<file path="src/rtl/ysyx_201979054_mdu.sv">
// Iterative RISC-V M-extension unit: MUL/MULH*/DIV*/REM* plus RV64 word forms, one bit per cycle.
// Latency: N+2 cycles from the accept cycle to the o_valid cycle (N=32 word / XLEN full); 1 cycle for div-by-zero, overflow, word MULH*.
// Backpressure: accepts only while o_ready (IDLE); o_valid is a single-cycle pulse with no stall, so the consumer must take it.
module ysyx_201979054_mdu #(
   parameter int XLEN = 64
) (
   input  logic            i_clk,
   input  logic            i_arst,
   input  logic            i_valid,
   input  logic [2:0]      i_func_3,
   input  logic            i_word,
   input  logic [XLEN-1:0] i_src_a,
   input  logic [XLEN-1:0] i_src_b,
   input  logic            i_flush,
   output logic            o_ready,
   output logic            o_valid,
   output logic [XLEN-1:0] o_result
);

   localparam int CW = $clog2(XLEN);

   typedef enum logic [1:0] {S_IDLE, S_CALC, S_FIX, S_DONE} state_t;

   state_t            r_state, w_next;
   logic [CW-1:0]     r_cnt;
   // mul: r_acc = product, r_mc = shifted multiplicand, r_b = multiplier (shifts right)
   // div: r_acc[XLEN-1:0] = partial remainder, r_mc[XLEN-1:0] = divisor, r_b = dividend in / quotient out
   logic [2*XLEN-1:0] r_acc, r_mc;
   logic [XLEN-1:0]   r_b;
   logic [2:0]        r_func;
   logic              r_word, r_neg, r_neg_r;
   logic [XLEN-1:0]   r_result;

   function automatic logic [XLEN-1:0] sx32(input logic [31:0] x);
      logic signed [31:0] s;
      s = signed'(x);
      return XLEN'(s);
   endfunction

   function automatic logic [XLEN-1:0] zx32(input logic [31:0] x);
      return XLEN'(x);
   endfunction

   // Word forms only exist on RV64.
   logic            w_word, w_is_div, w_sa, w_sb, w_a_neg, w_b_neg;
   logic [XLEN-1:0] w_a_ext, w_b_ext, w_a_mag, w_b_mag, w_n_min;
   logic            w_div0, w_ovf, w_mulh_w, w_special, w_accept;
   logic [XLEN-1:0] w_spec_raw, w_spec_res;

   assign w_word   = (XLEN == 64) ? i_word : 1'b0;
   assign w_is_div = i_func_3[2];
   // Operand signedness: MUL/MULH/MULHSU treat rs1 signed, MUL/MULH treat rs2 signed.
   assign w_sa     = w_is_div ? ~i_func_3[0] : (i_func_3[1:0] != 2'b11);
   assign w_sb     = w_is_div ? ~i_func_3[0] : ~i_func_3[1];
   assign w_a_ext  = w_word ? (w_sa ? sx32(i_src_a[31:0]) : zx32(i_src_a[31:0])) : i_src_a;
   assign w_b_ext  = w_word ? (w_sb ? sx32(i_src_b[31:0]) : zx32(i_src_b[31:0])) : i_src_b;
   assign w_a_neg  = w_sa & w_a_ext[XLEN-1];
   assign w_b_neg  = w_sb & w_b_ext[XLEN-1];
   // Magnitude of the most-negative value stays 100..0, which is correct read as unsigned.
   assign w_a_mag  = w_a_neg ? -w_a_ext : w_a_ext;
   assign w_b_mag  = w_b_neg ? -w_b_ext : w_b_ext;
   assign w_n_min  = w_word ? ~zx32(32'h7FFF_FFFF) : {1'b1, {(XLEN-1){1'b0}}};

   assign w_div0    = w_is_div & (w_b_ext == '0);
   assign w_ovf     = w_is_div & ~i_func_3[0] & (w_a_ext == w_n_min) & (&w_b_ext);
   assign w_mulh_w  = ~w_is_div & w_word & (i_func_3[1:0] != 2'b00);
   assign w_special = w_div0 | w_ovf | w_mulh_w;
   assign w_accept  = (r_state == S_IDLE) & i_valid & ~i_flush;

   // Shortcut results; func_3[1] distinguishes REM* from DIV*.
   always_comb begin
      w_spec_raw = '0;
      if (w_mulh_w)    w_spec_raw = '0;
      else if (w_div0) w_spec_raw = i_func_3[1] ? w_a_ext : '1;
      else if (w_ovf)  w_spec_raw = i_func_3[1] ? '0 : w_a_ext;
   end
   assign w_spec_res = w_word ? sx32(w_spec_raw[31:0]) : w_spec_raw;

   // Iteration datapath.
   logic [2*XLEN-1:0] w_add;
   logic [XLEN:0]     w_shift, w_trial;
   assign w_add   = r_acc + (r_b[0] ? r_mc : '0);
   assign w_shift = {r_acc[XLEN-1:0], r_b[XLEN-1]};
   assign w_trial = w_shift - {1'b0, r_mc[XLEN-1:0]};

   // Sign fix-up and result selection.
   logic [2*XLEN-1:0] w_prod;
   logic [XLEN-1:0]   w_quot, w_rem, w_sel, w_fix_res;
   assign w_prod = r_neg ? -r_acc : r_acc;
   assign w_quot = r_neg ? -r_b : r_b;
   assign w_rem  = r_neg_r ? -r_acc[XLEN-1:0] : r_acc[XLEN-1:0];

   // Pick product half, quotient or remainder by op.
   always_comb begin
      w_sel = w_rem;
      case (r_func)
         3'b000:                 w_sel = w_prod[XLEN-1:0];
         3'b001, 3'b010, 3'b011: w_sel = w_prod[2*XLEN-1:XLEN];
         3'b100, 3'b101:         w_sel = w_quot;
         default:                w_sel = w_rem;
      endcase
   end
   assign w_fix_res = r_word ? sx32(w_sel[31:0]) : w_sel;

   // State register.
   always_ff @(posedge i_clk or posedge i_arst) begin
      if (i_arst) r_state <= S_IDLE;
      else        r_state <= w_next;
   end

   // Next-state decode; flush overrides everything including a same-cycle accept.
   always_comb begin
      w_next = r_state;
      case (r_state)
         S_IDLE:  if (w_accept) w_next = w_special ? S_DONE : S_CALC;
         S_CALC:  if (r_cnt == '0) w_next = S_FIX;
         S_FIX:   w_next = S_DONE;
         S_DONE:  w_next = S_IDLE;
         default: w_next = S_IDLE;
      endcase
      if (i_flush) w_next = S_IDLE;
   end

   // Operand capture, per-cycle shift-add / restoring step, and result register.
   always_ff @(posedge i_clk or posedge i_arst) begin
      if (i_arst) begin
         r_cnt    <= '0;
         r_acc    <= '0;
         r_mc     <= '0;
         r_b      <= '0;
         r_func   <= '0;
         r_word   <= 1'b0;
         r_neg    <= 1'b0;
         r_neg_r  <= 1'b0;
         r_result <= '0;
      end else if (w_accept) begin
         r_cnt   <= w_word ? CW'(31) : CW'(XLEN-1);
         r_func  <= i_func_3;
         r_word  <= w_word;
         r_neg   <= w_a_neg ^ w_b_neg;
         r_neg_r <= w_a_neg;
         r_acc   <= '0;
         if (w_is_div) begin
            r_mc <= {{XLEN{1'b0}}, w_b_mag};
            // Left-align a 32-bit dividend so the MSB-first loop sees it first.
            r_b  <= w_word ? (w_a_mag << (XLEN-32)) : w_a_mag;
         end else begin
            r_mc <= {{XLEN{1'b0}}, w_a_mag};
            r_b  <= w_b_mag;
         end
         if (w_special) r_result <= w_spec_res;
      end else if (r_state == S_CALC) begin
         if (r_cnt != '0) r_cnt <= r_cnt - 1'b1;
         if (r_func[2]) begin
            if (!w_trial[XLEN]) begin
               r_acc[XLEN-1:0] <= w_trial[XLEN-1:0];
               r_b             <= {r_b[XLEN-2:0], 1'b1};
            end else begin
               r_acc[XLEN-1:0] <= w_shift[XLEN-1:0];
               r_b             <= {r_b[XLEN-2:0], 1'b0};
            end
         end else begin
            r_acc <= w_add;
            r_mc  <= r_mc << 1;
            r_b   <= r_b >> 1;
         end
      end else if ((r_state == S_FIX) && !i_flush) begin
         r_result <= w_fix_res;
      end
   end

   assign o_ready  = (r_state == S_IDLE);
   assign o_valid  = (r_state == S_DONE);
   assign o_result = r_result;

endmodule
</file>
<file path="config.mk">
export PLATFORM = sky130hd
export DESIGN_NAME = ysyx_201979054_mdu
export DESIGN_NICKNAME = d
export VERILOG_FILES = /design/src/rtl/ysyx_201979054_mdu.sv
export SDC_FILE = /design/constraint.sdc
export NUM_CORES = 2
export LEC_CHECK = 0
export BUFFER_PORTS_ARGS = -buffer_cell sky130_fd_sc_hd__buf_2
export CORE_MARGIN = 5
export CORE_UTILIZATION = 45
export CTS_CLUSTER_SIZE = 28
export DETAILED_ROUTE_END_ITERATION = 16
export PLACE_DENSITY = 0.73
export SETUP_SLACK_MARGIN = 0.05
export SLEW_MARGIN = 15
export SYNTH_ARGS = -nofsm -noshare
export SYNTH_HDL_FRONTEND = slang
export SYNTH_SLANG_ARGS = --single-unit
</file>
<file path="constraint.sdc">
create_clock -name i_clk -period 13.8 [get_ports i_clk]
set_clock_uncertainty 0.1 [all_clocks]
set_input_delay 2.76 -clock i_clk [delete_from_list [all_inputs] [get_ports i_clk]]
set_output_delay 2.76 -clock i_clk [all_outputs]
set_load 0.1 [all_outputs]
</file>
## Word-level counts from Yosys, hierarchy flattened

Cells that the tools add are included.

- Bitwise gates (word level): 17
- Reductions and logical operators: 18
- Equality and inequality tests: 15
- Muxes and demuxes: 49
- Add/subtract/negate cells: 8

Operators with widths:

| cell | number |
|---|---|
| $mux W64 | 28 |
| $mux W128 | 7 |
| $neg A64 Y64 | 4 |
| $pmux W64 S3 | 1 |
| $add A128 B128 Y128 | 1 |
| $neg A128 Y128 | 1 |
| $sub A65 B64 Y65 | 1 |
| $eq A64 B64 Y1 | 1 |
| $logic_not A64 Y1 | 1 |
| $reduce_and A64 Y1 | 1 |
| $mux W63 | 1 |
| $mux W6 | 4 |
| $and A1 B1 Y1 | 10 |
| $mux W2 | 4 |
| $pmux W2 S4 | 1 |
| $reduce_bool A2 Y1 | 4 |
| $eq A3 B2 Y1 const B | 2 |
| $eq A3 B3 Y1 const B | 2 |
| $logic_not A6 Y1 | 1 |
| $ne A2 B2 Y1 const B | 3 |
| $reduce_and A2 Y1 | 3 |
| $reduce_bool A6 Y1 | 1 |
| $sub A6 B1 Y6 const B | 1 |
| $eq A2 B2 Y1 const B | 2 |
| other kinds (16) | 22 |

- Register bits after elaboration: 398
- Output and inout port bits: 66
- Input bits: 136

## Longest topological paths before layout

- Depth in word-level cells: 13
- Mapped depth: 18
- Gate-level depth less buffers: 16

## Worst setup path after synthesis

OpenSTA, ideal clock, no wires.

- Kind: input -> register
- From: in i_src_a[15]
- To: reg r_result[41] (netlist: o_result[41])
- Slack: 7369 ps
- Buffers on the path: 1
- Required time: 13574 ps
- Arrival: 6205 ps
- Stages on the path: 11
- Path through: or4_4 nor4_4 or4b_1 or4_1 or4_4 nand3_1 a21oi_1 or2_1 a21o_1 buf_2 o32a_1

- Word-level cells in the longest chain between the ends: 11

RTL lines:

| item | line | RTL |
|---|---|---|
| start: declaration | 12 | `input logic [XLEN-1:0] i_src_a,` |
| $mux W64 | 55 | `assign w_a_ext = w_word ? (w_sa ? sx32(i_src_a[31:0]) : zx32(i_src_a[31:0])) : i_src_a;` |
| $mux W64 * | 55 |  |
| $eq A64 B64 Y1 * | 65 | `assign w_ovf = w_is_div & ~i_func_3[0] & (w_a_ext == w_n_min) & (&w_b_ext);` |
| $and A1 B1 Y1 * (2 in a row) | 65 |  |
| $mux W64 | 75 | `else if (w_ovf) w_spec_raw = i_func_3[1] ? '0 : w_a_ext;` |
| $mux W64 | 74 | `else if (w_div0) w_spec_raw = i_func_3[1] ? w_a_ext : '1;` |
| $mux W64 | 73 | `if (w_mulh_w) w_spec_raw = '0;` |
| $mux W64 | 77 | `assign w_spec_res = w_word ? sx32(w_spec_raw[31:0]) : w_spec_raw;` |
| $mux W64 | 151 | `if (w_special) r_result <= w_spec_res;` |
| $mux W64 | 136 | `end else if (w_accept) begin` |
| end signal: assignment | 151 |  |
| end signal: assignment | 168 | `r_result <= w_fix_res;` |
| end: declaration | 32 | `logic [XLEN-1:0] r_result;` |

Every way passes the cells marked *; elsewhere a longest branch is shown, timed or not. The select of a mux whose other input is x is not followed.
A chain may end at the register's enable or synchronous reset.

## Worst setup path in the final report

- From: in i_func_3[2]
- To: reg r_result[36] (netlist: o_result[36])

- Word-level cells in the longest chain between the ends: 12

RTL lines:

| item | line | RTL |
|---|---|---|
| start: declaration | 10 | `input logic [2:0] i_func_3,` |
| $mux W1 | 53 | `assign w_sa = w_is_div ? ~i_func_3[0] : (i_func_3[1:0] != 2'b11);` |
| $mux W64 (2 in a row) | 55 |  |
| $eq A64 B64 Y1 | 65 |  |
| $and A1 B1 Y1 (2 in a row) | 65 |  |
| $mux W64 | 75 |  |
| $mux W64 | 74 |  |
| $mux W64 | 73 |  |
| $mux W64 | 77 |  |
| $mux W64 | 151 |  |
| $mux W64 | 136 |  |

Several ways; a longest one is shown, not always the timed one. The select of a mux whose other input is x is not followed.

==> results.md <==
* Status: finished clean
* CTS H-tree lvls at 2
* CP endpoint kind: flop
* GR Util met3 at 7.83%
* Switching Fraction at 58.3%
* Die area at 99,800 um2
* Critical Path RT at 14.24 ns
* Synth Net Count at 6,079
* Crit path max fanout at 67
* Final Instance Area at 45,500 um2
* Initial antenna violation count at 8
* Average wire per standard cell at 28.0 um
* Detail Route Antenna Nets at 0
* I/O Buffers at 201
* GR peak layer: met2
* Critical Path AT at 7.62 ns
* Synth Area in Simple Gates at 20.0%
* DR vias/cell at 6.73
* Ports at 202
* Seq. cell area at 9970 um2
* Vias in the first global route at 42,350
* Num CTS Buffers at 49
* Post-CTS setup buffers at 0
* RSZ-0062 raised after global routing: false
* Sequential Power Share at 19.9%
* Least-Margin Pin Slew at 1.39 ns
* Slew Viols, Final at 0
* Post-synthesis cell type count at 95
* Finished Core Util at 48.9%
* Gate power share at 67.2%
* Largest family of logic cells by synthesized area: compound AO/OA/AOI/OAI gates
* Post-DP HPWL at 150 mm
* Cell Area, Synth at 42,100 um2
* Worst Setup Start Kind: input pin
* Multi-input logic area at 29,900 um2
* Top_reg_cell synth: dfrtp_1
* Skew-Pair Late Insertion Delay at 0.66 ns
* Longest Clk Path Bufs at 3
* GR met1 Demand/Resource at 49.0%
* Gpl congestion at 1.06
* Post-synth EDFFs at 0
* CTS tree: done
* Synth top area share at 23.6%
* CTS Hold Bufs at 0
* Clock transition at path regs at 0.07 ns
* Share of layout cells above drive strength 1 at 8.10%
* Initial core utilization at 45.3%
* Cell Rows at 112
* Drt pass-1 iters at 6
* DP Cell Count at 6,833
* Post-Synthesis Cells at 5,739
* Clock sinks at 398
* Hold WC Path Type: flop to flop
* Total number of vias at 46,631
* Psw at 0.00656 W
* # fillers at 9,415
* Fmax at 139 MHz
* Synth Area in Adders at 6.10%
* Sequential share of the synthesized area at 23.6%
* First-pass GRT wire length at 281 mm
* Total Routing Usage GR at 36.9%
* Static Leak at 18.6 nW
* Grt ovf at 0
* PostCTS Resize Cnt at 0
* CTS root buffer: clkbuf_16
* Chip width at 316 um
* Post-synthesis mux area share at 2.42%
* Area leader, netlist: dfrtp_1
* # setup viols final at 0
* Syn avg cell area at 7.34 um2
* Nets at 5,970
* Fin crit share at 52.0%
* Peak VDD IR at 258 uV
* Pwr dens at 247 nW/um2
* GR Layer Usage met2 at 55.5%
* Drc violations at 0
* Slew margin rel. at 6.66%
* Largest net degree at the start of global routing at 154
* Max cap viols at 0
* Synth warnings at 0
* Post-route insts no fill at 6,933
* P&R area growth vs syn at 8.07%
* Endpoints failing hold at 0
* Async set-or-reset flop fraction in the synthesized netlist at 100%
* Synthesized-area fraction occupied by xor and xnor cells at 10.8%
* Core area at 93,000 um2
* Yosys reg bits at 398
* Commonest cells in the netlist: a21oi_1, nand2_1, o21ai_0, nor2_1, dfrtp_1
* Compound-Gate Fraction of Synth Area at 31.5%
* Area contributors post-synth: dfrtp_1, a21oi_1, o21ai_0
* Initial drt markers at 6,898
* TNS Setup at 0 ns
* Placed cell area at 43,700 um2
* Clk pwr share at 12.8%
* Internal power at 0.00470 W
* Die height at 316 um
* Fin crit period at 7.17 ns
* Drt total wl at 194 mm
* Most common cell in the synthesized netlist: a21oi_1
* WS Path Type: input pin to flop
-- cells in the final DEF (no fill, tap or decap), types with 47 or more instances in the layout --
cell,count
inv_1,169
a211oi_1,102
or3_1,62
a21o_1,104
mux2i_1,84
xnor2_1,284
nand3_1,61
buf_4,78
o211ai_1,86
or4_1,50
ha_1,201
dfrtp_1,393
nand2_1,592
and2_1,77
o31ai_1,92
nor4_1,53
a21oi_1,606
o21bai_1,47
o21ai_0,581
a22o_1,73
xor2_1,232
buf_2,200
o221ai_1,48
a31oi_1,78
clkbuf_16,49
nand4_1,91
nor3_1,109
nor2_1,510
-- registers in the layout (all words and copies together), names as in the netlist, 2 cells and up --
name	count
r_mc	128
r_state	2
o_result	64
r_b	64
r_acc	128
r_cnt	6
r_func	3
-- critical path: stages --
cell and delay [ns]:
buf_4 0.50, mux2i_1 0.35, and3_1 0.57, nor3_1 0.35, nor3b_1 0.38, nand4b_1 0.68
nand3_1 0.38, a21oi_1 0.15, or2_1 0.24, buf_4 0.19, a21o_1 0.52, o32a_1 0.51
-- power groups by stage --
stage	logic, W	clock network, W	registers [W]
5_1_grt	0.00798	0.00150	0.00225
4_1_cts	0.00733	0.00145	0.00219
3_3_place_gp	0.00724	0	0.00220
2_1_floorplan	0.00466	0	0.00249
3_5_place_dp	0.00729	0	0.00220
6_report	0.00757	0.00145	0.00224
-- metrics by stage --
stage / hold WS (ns) / worst slack [ns] / power, W
6_report: 0.400 / 6.63 / 0.0113
5_1_grt: 0.411 / 6.31 / 0.0117
4_1_cts: 0.401 / 6.80 / 0.0110
3_5_place_dp: 0.386 / 6.14 / 0.00949
3_3_place_gp: 0.381 / 6.23 / 0.00945
2_1_floorplan: 0.365 / 5.58 / 0.00715
-- kinds of logic after synthesis --
kind of cell,after synthesis
and+or+nand+nor,1786
AOI/OAI and AO/OA,2119
DFF,398
adders and majority gates,204
muxes,100
xor gates and xnor gates,518
buffers and inverters,614
-- per-layer routing --
metal | part of all wire [%] | vias up
li1 | - | 20779
met1 | 39 | 22459
met2 | 43 | 2869
met3 | 11 | 524
met4 | 7.0 | 0
met5 | 0 | -
-- worst paths after layout --
check                      slack (ns)          from      endpoint  cells past startpoint
hold reg to reg                  0.40  o_result[40]  o_result[40]                      1
max in group asynchronous        9.14        i_arst     r_mc[108]                      5
setup reg to reg                 6.86        r_b[0]    r_acc[126]                     17
setup / recovery                 6.63   i_func_3[2]  o_result[36]                     12
min in group asynchronous        2.34        i_arst     r_acc[23]                      3
hold / removal                   0.40  o_result[40]  o_result[40]                      1
-- cell type report --
| class | instances | area share [%] |
|---|---|---|
| flip-flops and latches | 398 | 21.9 |
| clock buffers | 58 | 2.83 |
| diodes | 10 | 0.0550 |
| inverters | 173 | 1.43 |
| repair buffers | 281 | 3.62 |
| multi-input cells | 4727 | 65.7 |
| well taps | 1254 | 3.45 |
| clock inverters | 32 | 1.01 |
Power figures use the tool's default switching activity.
